### src/rtl/wb_queue.sv
// In-order writeback completion queue: retires ALU results, loads, branches and jumps.
// Latency: one cycle from queue entry to wb_*/redir_*; loads wait at the head for mem_rvalid.
// Backpressure: in_ready drops only when all DEPTH entries are occupied.

module wb_fifo #(
    parameter int WIDTH = 8,
    parameter int DEPTH = 4
) (
    input  logic             clk,
    input  logic             rst,
    input  logic             push,
    input  logic [WIDTH-1:0] push_dat,
    input  logic             pop,
    input  logic             clr,
    output logic [WIDTH-1:0] head_dat,
    output logic             full,
    output logic             empty
);
    localparam int PW = $clog2(DEPTH);
    localparam int CW = $clog2(DEPTH + 1);

    logic [WIDTH-1:0] mem [DEPTH];
    logic [PW-1:0]    head;
    logic [PW-1:0]    tail;
    logic [CW-1:0]    count;
    logic             do_push;
    logic             do_pop;

    assign full     = (count == CW'(DEPTH));
    assign empty    = (count == '0);
    assign head_dat = mem[head];
    // A clear drops the queue contents and any push presented alongside it.
    assign do_push  = push && !full && !clr;
    assign do_pop   = pop && !empty;

    always_ff @(posedge clk) begin
        if (do_push) begin
            mem[tail] <= push_dat;
        end
    end

    always_ff @(posedge clk or posedge rst) begin
        if (rst) begin
            head  <= '0;
            tail  <= '0;
            count <= '0;
        end else if (clr) begin
            head  <= tail;
            count <= '0;
        end else begin
            if (do_push) begin
                tail <= tail + PW'(1);
            end
            if (do_pop) begin
                head <= head + PW'(1);
            end
            case ({do_push, do_pop})
                2'b10:   count <= count + CW'(1);
                2'b01:   count <= count - CW'(1);
                default: count <= count;
            endcase
        end
    end
endmodule

module wb_queue #(
    parameter int XLEN  = 32,
    parameter int DEPTH = 4,
    parameter int RAW   = 5
) (
    input  logic                      clk,
    input  logic                      rst,
    input  logic                      in_valid,
    output logic                      in_ready,
    input  logic [1:0]                in_op,
    input  logic [3:0]                in_spec,
    input  logic [RAW-1:0]            in_rd,
    input  logic [XLEN-1:0]           in_res,
    input  logic [$clog2(XLEN/8)-1:0] in_off,
    input  logic                      in_jmp_tk,
    input  logic [XLEN-1:0]           in_jmp_addr,
    input  logic                      mem_rvalid,
    output logic                      mem_rready,
    input  logic [XLEN-1:0]           mem_rdata,
    output logic                      wb_en,
    output logic [RAW-1:0]            wb_rd,
    output logic [XLEN-1:0]           wb_dat,
    output logic                      redir_valid,
    output logic [XLEN-1:0]           redir_addr,
    output logic                      flush_out,
    output logic                      misalign_err
);
    localparam int OFFW = $clog2(XLEN / 8);

    typedef enum logic [1:0] {
        OP_ARITH  = 2'd0,
        OP_MEM    = 2'd1,
        OP_BRANCH = 2'd2,
        OP_JUMP   = 2'd3
    } op_e;

    typedef struct packed {
        op_e             op;
        logic [3:0]      spec;
        logic [RAW-1:0]  rd;
        logic [XLEN-1:0] res;
        logic [OFFW-1:0] off;
        logic            jmp_tk;
        logic [XLEN-1:0] jmp_addr;
    } entry_t;

    entry_t          push_ent;
    entry_t          head;
    logic            full;
    logic            empty;
    logic            head_is_load;
    logic            retire;

    logic [2:0]      f3;
    logic            load_sgn;
    logic            load_bad;
    logic [XLEN-1:0] shifted;
    logic [XLEN-1:0] load_dat;

    logic            nx_wb_en;
    logic [XLEN-1:0] nx_wb_dat;
    logic            nx_redir;
    logic            nx_mis;

    assign push_ent = '{op_e'(in_op), in_spec, in_rd, in_res, in_off, in_jmp_tk, in_jmp_addr};

    wb_fifo #(
        .WIDTH ($bits(entry_t)),
        .DEPTH (DEPTH)
    ) u_fifo (
        .clk      (clk),
        .rst      (rst),
        .push     (in_valid),
        .push_dat (push_ent),
        .pop      (retire),
        .clr      (nx_redir),
        .head_dat (head),
        .full     (full),
        .empty    (empty)
    );

    assign in_ready     = !full;
    assign head_is_load = (head.op == OP_MEM) && !head.spec[3];
    assign mem_rready   = !empty && head_is_load;
    assign retire       = !empty && (!head_is_load || mem_rvalid);

    // Byte-lane select, then size/sign handling keyed on funct3.
    always_comb begin
        f3       = head.spec[2:0];
        load_sgn = !f3[2];
        shifted  = mem_rdata >> {head.off, 3'b000};
        load_bad = 1'b0;
        load_dat = shifted;
        case (f3[1:0])
            2'b00: begin
                load_dat = load_sgn ? XLEN'($signed(shifted[7:0])) : XLEN'(shifted[7:0]);
            end
            2'b01: begin
                load_bad = head.off[0];
                load_dat = load_sgn ? XLEN'($signed(shifted[15:0])) : XLEN'(shifted[15:0]);
            end
            2'b10: begin
                load_bad = (head.off[1:0] != 2'b00);
                load_dat = load_sgn ? XLEN'($signed(shifted[31:0])) : XLEN'(shifted[31:0]);
            end
            default: begin
                load_bad = f3[2] || (XLEN != 64) || (head.off != '0);
                load_dat = shifted;
            end
        endcase
    end

    always_comb begin
        nx_wb_en  = 1'b0;
        nx_wb_dat = head.res;
        nx_redir  = 1'b0;
        nx_mis    = 1'b0;
        if (retire) begin
            case (head.op)
                OP_ARITH: nx_wb_en = (head.rd != '0);
                OP_MEM: begin
                    if (head_is_load) begin
                        if (load_bad) begin
                            nx_mis = 1'b1;
                        end else begin
                            nx_wb_en  = (head.rd != '0);
                            nx_wb_dat = load_dat;
                        end
                    end
                end
                OP_BRANCH: nx_redir = head.jmp_tk;
                default: begin
                    nx_wb_en = (head.rd != '0);
                    nx_redir = 1'b1;
                end
            endcase
        end
    end

    always_ff @(posedge clk or posedge rst) begin
        if (rst) begin
            wb_en        <= 1'b0;
            wb_rd        <= '0;
            wb_dat       <= '0;
            redir_valid  <= 1'b0;
            redir_addr   <= '0;
            flush_out    <= 1'b0;
            misalign_err <= 1'b0;
        end else begin
            wb_en        <= nx_wb_en;
            redir_valid  <= nx_redir;
            flush_out    <= nx_redir;
            misalign_err <= nx_mis;
            if (nx_wb_en) begin
                wb_rd  <= head.rd;
                wb_dat <= nx_wb_dat;
            end
            if (nx_redir) begin
                redir_addr <= head.jmp_addr;
            end
        end
    end
endmodule

### config.mk
export PLATFORM = sky130hd
export DESIGN_NAME = wb_queue
export DESIGN_NICKNAME = d
export VERILOG_FILES = /design/src/rtl/wb_queue.sv
export SDC_FILE = /design/constraint.sdc
export NUM_CORES = 1
export LEC_CHECK = 0
export CAP_MARGIN = 25
export CORE_ASPECT_RATIO = 2
export CORE_UTILIZATION = 39
export DETAILED_ROUTE_END_ITERATION = 10
export PLACE_DENSITY = 0.59
export SKIP_CTS_REPAIR_TIMING = 1
export SLEW_MARGIN = 10
export SYNTH_ARGS = -nofsm -noshare
export SYNTH_HDL_FRONTEND = slang
export SYNTH_HIERARCHICAL = 1
export SYNTH_SLANG_ARGS = --single-unit
### constraint.sdc
create_clock -name clk -period 12.6 [get_ports clk]
set_input_delay 1.89 -clock clk [delete_from_list [all_inputs] [get_ports clk]]
set_output_delay 1.89 -clock clk [all_outputs]
set_load 0.05 [all_outputs]
Word-level counts from Yosys, hierarchy flattened
Memory sizes are Yosys's and may differ from the RTL's.
Index checks and enable logic that the tools add are counted.

operators by class
  bitwise logic cells = 1
  eq/ne operators = 7
  shift operators = 1
  muxes and demuxes = 24
  add/sub/neg operators = 4
  reductions and logical operators = 21

operators with widths
  operator                                                               count
  32-bit two-way mux                                                     6
  32-bit one-hot mux with 2 select lines                                 1
  32-bit by 5-bit >> shifter with 32-bit output                          1
  1-bit two-way mux                                                      10
  2-bit by 1-bit equality test with 1-bit output, second input constant  3
  2-bit equality test, second input constant                             3
  1-bit logical AND                                                      6
  3-bit one-hot mux with 2 select lines                                  1
  1-bit logical NOT                                                      5
  5-bit nonzero test                                                     1
  2-bit by 1-bit adder with 2-bit output, second input constant          2
  2-bit logical NOT                                                      2
  2-bit two-way mux                                                      2
  1-bit one-hot mux with 2 select lines                                  2
  2-bit nonzero test                                                     2
  3-bit by 1-bit adder with 3-bit output, second input constant          1
  3-bit equality test, second input constant                             1
  3-bit logical NOT                                                      1
  3-bit two-way mux                                                      1
  1-bit one-hot mux with 3 select lines                                  1
  3-bit nonzero test                                                     1
  3-bit by 1-bit subtractor with 3-bit output, second input constant     1
  2-bit AND reduction                                                    1
  2-bit OR reduction                                                     1
  other kinds (2)                                                        2

word-level totals
  logic and storage cells = 68
  bits in registers = 79
  bits in writable memories = 312
  output and inout port bits = 75
  memories kept = 1
  bits of input ports = 114

memories
  name        words  bits a word  rd ports  clocked after memory_dff  write ports  RTL line  text
  u_fifo.mem  4      78           1         0                         1            22        logic [WIDTH-1:0] mem [DEPTH];

Depth between registers and ports, before layout
Gate-level depths: netlist of the first run.
An unclocked memory read counts as a cell.

  depth after elaboration = 12
  gate-level depth with buffers = 16
  gate-level depth less buffers = 12

By module
The synthesis of the first run kept the hierarchy.

by module, submodules not included
  module    area each (um2)  instances  cells each  seq. area each (um2)
  wb_fifo   11786.3          1          468         9544.2
  wb_queue  3941.3           1          356         1801.7

Worst setup path before layout of the first run
Ideal clock, no wire load.

  kind = input port to flip-flop
  start point = input port mem_rvalid
  end point = memory u_fifo/mem[0][0] (netlist name) (enable)
  library setup time = 0.402 ns
  data required time = 12.198 ns
  path buffers = 2
  path slack = 7.949 ns
  arrival time = 4.249 ns
  stages on the path = 6
  path through = nor3b_1 nor3_2 buf_2 clkbuf_1 nor3b_4 and2_2

between the ends
  cells in the longest elaborated chain, start to end = 7

ends and longest elaborated chain
  element                                  RTL line  text
  from (decl)                              82        input logic mem_rvalid,
  1-bit logical OR                         150       assign retire = !empty && (!head_is_load || mem_rvalid);
  1-bit logical AND                        150
  1-bit two-way mux                        183       if (retire) begin
  named net nx_redir                       127       logic nx_redir;
  1-bit logical NOT                        33        assign do_push = push && !full && !clr;
  1-bit logical AND                        33
  1-bit two-way mux                        37        if (do_push) begin
  1-bit two-way mux (not written as such)  38        mem[tail] <= push_dat;
  to (decl)                                22

The timed path passes the listed nets, and every way through them passes these cells.

==> results of run 1 <==
[critical path: cells and delay by family (launching register included)]
kind	cells	cell delay, ns
and+or+nand+nor	1	0.46
buffers and inverters	2	0.97
muxes	1	0.63
DFF	1	0.92
adders and majority gates	1	0.19
[cell families (layout without fill, tap and decap cells)]
group	Yosys count	in the layout	share of synthesized area, %
DFF	391	391	72.1
muxes	154	154	16.3
AOI/OAI and AO/OA	120	120	5.36
and+or+nand+nor	81	81	3.00
buffers and inverters	64	278	2.20
adders and majority gates	8	8	0.684
xor gates and xnor gates	6	6	0.334
other	0	3	0
[power groups by stage]
stage,Sequential (mW),Clock (mW),Combinational (mW)
final,1.96,1.13,2.19
after global routing,2.00,1.20,2.34
after CTS,1.97,1.16,2.23
after detailed placement,2.00,0,2.22
after global placement,1.99,0,2.21
after floorplan,2.29,0,1.25
[flip-flops by register name, summed over array words and instances, names as in the netlist]
| signal | cells |
|---|---|
| u_fifo/mem | 312 |
| redir_addr | 32 |
| wb_dat | 32 |
| wb_rd | 5 |
| u_fifo/count | 3 |
| u_fifo/head | 2 |
| u_fifo/tail | 2 |
| flush_out | 1 |
| misalign_err | 1 |
| wb_en | 1 |
[cell type report]
| class | count | area, um2 | share of cell area, % |
|---|---|---|---|
| Clock inverter | 21 | 254 | 1.31 |
| Timing Repair Buffer | 201 | 1980 | 10.2 |
| Antenna cell | 3 | 7.51 | 0.0388 |
| Inverter | 11 | 42.5 | 0.220 |
| Multi-Input combinational cell | 369 | 4060 | 21.0 |
| Clock buffer | 45 | 986 | 5.10 |
| Tap cell | 525 | 657 | 3.40 |
| Sequential cell | 391 | 11400 | 58.7 |
[metrics by stage]
step | std cells | utilization (%)
floorplan | 824 | -
global placement | 1497 | 45.7
detailed placement | 1497 | 45.7
CTS | 1563 | 48.9
global route | 1565 | 48.9
finish | 1566 | 48.9
[layout by cell type (no fill, tap or decap), types with 6 or more instances in the layout]
cell | synthesis | final
nor2_1 | 34 | 34
mux2i_1 | 41 | 41
o21ai_1 | 8 | 8
a211oi_1 | 16 | 16
mux4_2 | 78 | 78
mux2_2 | 35 | 35
clkdlybuf4s50_1 | 0 | 188
dfrtp_1 | 79 | 77
nand2_1 | 6 | 6
clkbuf_16 | 0 | 37
ha_1 | 7 | 7
o31ai_1 | 23 | 23
edfxtp_1 | 312 | 312
buf_4 | 12 | 13
a221oi_1 | 8 | 8
o21ai_0 | 42 | 42
o2bb2ai_1 | 7 | 7
inv_1 | 9 | 8
nor3b_1 | 12 | 12
[per-layer routing]
metal  share of wire [%]  wire length [um]  GRT usage, %  vias to the layer above
met5               0.036                13             0                        -
met1                  36             13000          19.8                     4260
met4                 2.8              1020          7.39                        2
li1                    -                 -             -                     3688
met3                 4.8              1750          3.11                       57
met2                  57             20500          33.8                      227
[worst min-delay path by stage]
| stage | end | from | slack [ns] |
|---|---|---|---|
| floorplan | u_fifo/head[1]$_DFFE_PP0P_ | u_fifo/tail[1]$_DFFE_PP0P_ | 0.50 |
| global placement | wb_rd[4]$_DFFE_PP0P_ | wb_rd[4]$_DFFE_PP0P_ | 0.49 |
| detailed placement | redir_addr[17]$_DFFE_PP0P_ | redir_addr[17]$_DFFE_PP0P_ | 0.50 |
| CTS | wb_dat[26]$_DFFE_PP0P_ | wb_dat[26]$_DFFE_PP0P_ | 0.51 |
| global route | redir_addr[16]$_DFFE_PP0P_ | redir_addr[16]$_DFFE_PP0P_ | 0.54 |
| finish | wb_rd[3]$_DFFE_PP0P_ | wb_rd[3]$_DFFE_PP0P_ | 0.51 |
==> impl_metrics.yaml, run 1 <==
synth:
  ys_seq_area_share_pct: 72.1
  synth-async-reset-ratio_pct: 20.2
  ys.flop_type: "edfxtp_1"
  yosysMostFrequentCell: "edfxtp_1"
  synth-edff-count: 312
  yosysTopAreaCellShare_pct: 59.6
  yosys_warnings: 6
  yosysTopAreaCell: "edfxtp_1"
  syn_inst: 824
  synth.area.top_cells: "edfxtp_1 60%, dfrtp_1 13%, mux4_2 11%"
  yosys.cell_types.count: 51
  synth-seq-cells: 391
  synth_area_um2: 15700
  yosys-top-cells-count: "312 x edfxtp_1, 79 x dfrtp_1, 78 x mux4_2"
  syn_area_per_cell_um2: 19.1
  synth_nets: 946
clock_tree:
  cts_buffers: 36
  htreeDepth: 2
  clock_sinks: 391
  clock_path_buffers: 3
  cts_tree: "yes"
  path_clk_slew_ns: 0.06
  clock-root-buffer: "clkbuf_16"
  insertion_delay_ns: 0.53
sta:
  slew_violations: 0
  worst_clock_skew_ns: 0.0237
  slew_headroom_pct: 34.3
  tightest_slew_ns: 0.985
  finalSetupViolations: 0
  tns_ns: 0
  setup_slack_ns: 7.01
  period_minus_slack_ns: 5.59
  fmax_ghz: 0.179
  rsz0062_at_grt: "no"
  hold_viol: 0
  whs_ns: 0.506
  fin_crit_sh_pct: 44.3
global_routing:
  grt-ovfl-total: 0
  grt_util_all_layers_pct: 18.1
  grt_pass1_vias: 8841
  grt_first_pass_wirelength_mm: 53.8
  grt_max_degree: 64
  grt_antenna_before_repair: 3
critical_path:
  cp-end-kind: "output port"
  start_kind: "register"
  crit_type: "register to output port"
  arrival_ns: 3.70
  cp_max_fo: 39
  r2r_start: "u_fifo/head[0]$_DFFE_PP0P_"
  r2r_setup_slack_ns: 7.75
  max_stage_delay_ns: 0.92
  crit_path_cell_trace: "mux4_2 > inv_1 > ha_1 > nor3b_1 > clkdlybuf4s50_1"
  critPathLaunch: "u_fifo/head[0]$_DFFE_PP0P_"
  crit_end: "mem_rready"
  reg2reg_to: "u_fifo/mem[0][43]$_DFFE_PP_"
  ff2ff_path_depth: 9
  worst_ep_required_time_ns: 10.71
  crit_path_top_delay_cell: "dfrtp_4"
die:
  core-area_um2: 39600
  dieArea_um2: 41200
  start_util_pct: 39.8
  rows: 103
  die_h_um: 286
  dieWidth_um: 144
  io_pins: 189
pwr:
  vdd_ir_drop_max_mv: 0.140
  seqPwrFrac_pct: 37.1
  p_leak_nw: 6.49
  p_per_area_nw_per_um2: 273
  pwr-share-clk_pct: 21.4
  p_int_mw: 3.30
  total_power_mw: 5.28
  p_switching_mw: 1.98
  p_sw_share_pct: 37.6
  combinationalPowerShare_pct: 41.5
route:
  drt_iter0_drc: 433
  dr.pass1.iters: 4
  drt_wl_total_mm: 36.3
  wl_per_cell_um: 23.2
  drc: 0
  ant_nets: 0
  vias_per_cell: 5.26
  vias: 8234
cells_and_area:
  fin_area_um2: 19300
  synthToLayoutAreaGrowth_pct: 22.9
  final_net_count: 1132
  nFillCells: 3356
  drive_above_1_share_pct: 20.0
place:
  place_area_um2: 18100
  io_buffer_count: 188
  preCtsSetupSlack_ns: 7.17
  place_congestion: 0.816
  dpl.hpwl_mm: 24.3
flow_run:
  cap_viol_max_count: 0
hold_path:
  min_path_cells: 1
  hp-class: "register to register"
run_status:
  run_status: "completed"
(Power assumes the default switching activity.)
==> inputs of run 2 (changes only) <==
- clock period: 12.6 -> 5.2 ns (I/O delays scaled with it)
==> impl_metrics.yaml, run 2 (same netlist as run 1, synthesis figures left out) <==
run_status:
  run_status: "completed"
critical_path:
  crit_type: "register to output port"
  path_buf_inv: 2
  crit_path_top_delay_cell: "clkdlybuf4s50_1"
  cp_max_fo: 17
  r2r_setup_slack_ns: 1.33
  start_kind: "register"
  crit_end: "mem_rready"
  critPathTopFamily: "buffers and inverters"
  ff2ff_path_depth: 8
  arrival_ns: 3.23
  critPathLaunch: "u_fifo/head[1]$_DFFE_PP0P_"
  worst_ep_required_time_ns: 4.42
  r2r_start: "u_fifo/head[1]$_DFFE_PP0P_"
  crit_path_cell_trace: "mux4_2 > inv_1 > ha_1 > nor3b_1 > clkdlybuf4s50_1"
  reg2reg_to: "u_fifo/mem[3][4]$_DFFE_PP_"
  crit_cells: 5
  cp-end-kind: "output port"
  max_stage_delay_ns: 0.91
cells_and_area:
  top_regs: "u_fifo/mem: 312 flops, redir_addr: 32 flops, wb_dat: 32 flops"
  layout_common_cells: "312 x edfxtp_1, 188 x clkdlybuf4s50_1, 78 x mux4_2, 77 x dfrtp_1, 42 x o21ai_0"
  fin_area_um2: 19400
  nFillCells: 3332
  drive_above_1_share_pct: 20.9
  utilization_pct: 49.1
  fin_cells: 1572
  regMostFlops: "u_fifo/mem"
  mostFrequentLayoutCell: "edfxtp_1"
  n_antenna_cell: 0
  final_net_count: 1142
  synthToLayoutAreaGrowth_pct: 23.4
  largest_reg_flops: 312
clock_tree:
  htreeDepth: 2
  clock_sinks: 391
  clock_path_buffers: 3
  clock-root-buffer: "clkbuf_16"
  cts_tree: "yes"
  insertion_delay_ns: 0.54
  path_clk_slew_ns: 0.07
  cts_buffers: 35
sta:
  hold_viol: 0
  rsz0062_at_grt: "no"
  tightest_slew_ns: 0.875
  fin_crit_sh_pct: 77.1
  fmax_ghz: 0.249
  worst_clock_skew_ns: 0.0339
  finalSetupViolations: 0
  period_minus_slack_ns: 4.01
  slew_violations: 0
  tns_ns: 0
  slew_headroom_pct: 41.6
  whs_ns: 0.506
die:
  die_h_um: 286
  start_util_pct: 39.8
  core-area_um2: 39600
  rows: 103
  dieWidth_um: 144
  dieArea_um2: 41200
  io_pins: 189
hold_path:
  hp-class: "register to register"
route:
  vias: 8211
  ant_nets: 0
  drt_iter0_drc: 430
  drc: 0
  vias_per_cell: 5.22
  dr.pass1.iters: 4
  wl_per_cell_um: 23.4
  drt_wl_total_mm: 36.7
pwr:
  p_leak_nw: 6.54
  p_per_area_nw_per_um2: 657
  vdd_ir_drop_max_mv: 0.380
global_routing:
  grt_antenna_before_repair: 3
  grt_util_all_layers_pct: 18.6
  grt-ovfl-total: 0
  grt_pass1_vias: 8997
  grt_max_degree: 42
  grt_first_pass_wirelength_mm: 55.6
place:
  dpl.hpwl_mm: 25.4
  place_congestion: 0.782
  place_area_um2: 18200
  io_buffer_count: 188
  dp.cells: 1508
flow_run:
  cap_viol_max_count: 0
==> run 2: metrics by stage <==
step / worst slack (ns) / power (mW)
global placement: 1.36 / 10.2
floorplan: 0.982 / 8.57
CTS: 1.12 / 13.0
detailed placement: 1.31 / 10.3
finish: 1.19 / 12.8
global route: 1.06 / 13.4
==> run 2: worst min-delay path by stage <==
stage,start,cells after the start,endpoint,slack (ns)
floorplan,u_fifo/tail[1]$_DFFE_PP0P_,2,u_fifo/head[1]$_DFFE_PP0P_,0.50
global placement,wb_rd[0]$_DFFE_PP0P_,2,wb_rd[0]$_DFFE_PP0P_,0.49
detailed placement,wb_rd[4]$_DFFE_PP0P_,1,wb_rd[4]$_DFFE_PP0P_,0.49
CTS,wb_rd[3]$_DFFE_PP0P_,1,wb_rd[3]$_DFFE_PP0P_,0.51
global route,redir_addr[17]$_DFFE_PP0P_,1,redir_addr[17]$_DFFE_PP0P_,0.53
finish,redir_addr[0]$_DFFE_PP0P_,1,redir_addr[0]$_DFFE_PP0P_,0.51
==> run 2: power by group <==
| part | switching [mW] | internal, mW |
|---|---|---|
| Sequential | 0.331 | 4.31 |
| Clock | 1.14 | 1.53 |
| Combinational | 3.33 | 2.11 |
==> run 2: cell type report <==
cell class                      count  area, um2  area share [%]
Clock inverter                     20        248            1.28
Multi-Input combinational cell    369       4060            20.9
Tap cell                          525        657            3.38
Clock buffer                       44        961            4.95
Sequential cell                   391      11400            58.5
Timing Repair Buffer              212       2100            10.8
Inverter                           11       42.5           0.219
==> run 2: per-layer routing <==
layer	routed length, um	part of all wire [%]	track usage [%]
met4	1280	3.5	7.53
met3	1620	4.4	3.05
met2	20500	56	34.4
met1	13300	36	20.7
met5	33	0.090	0
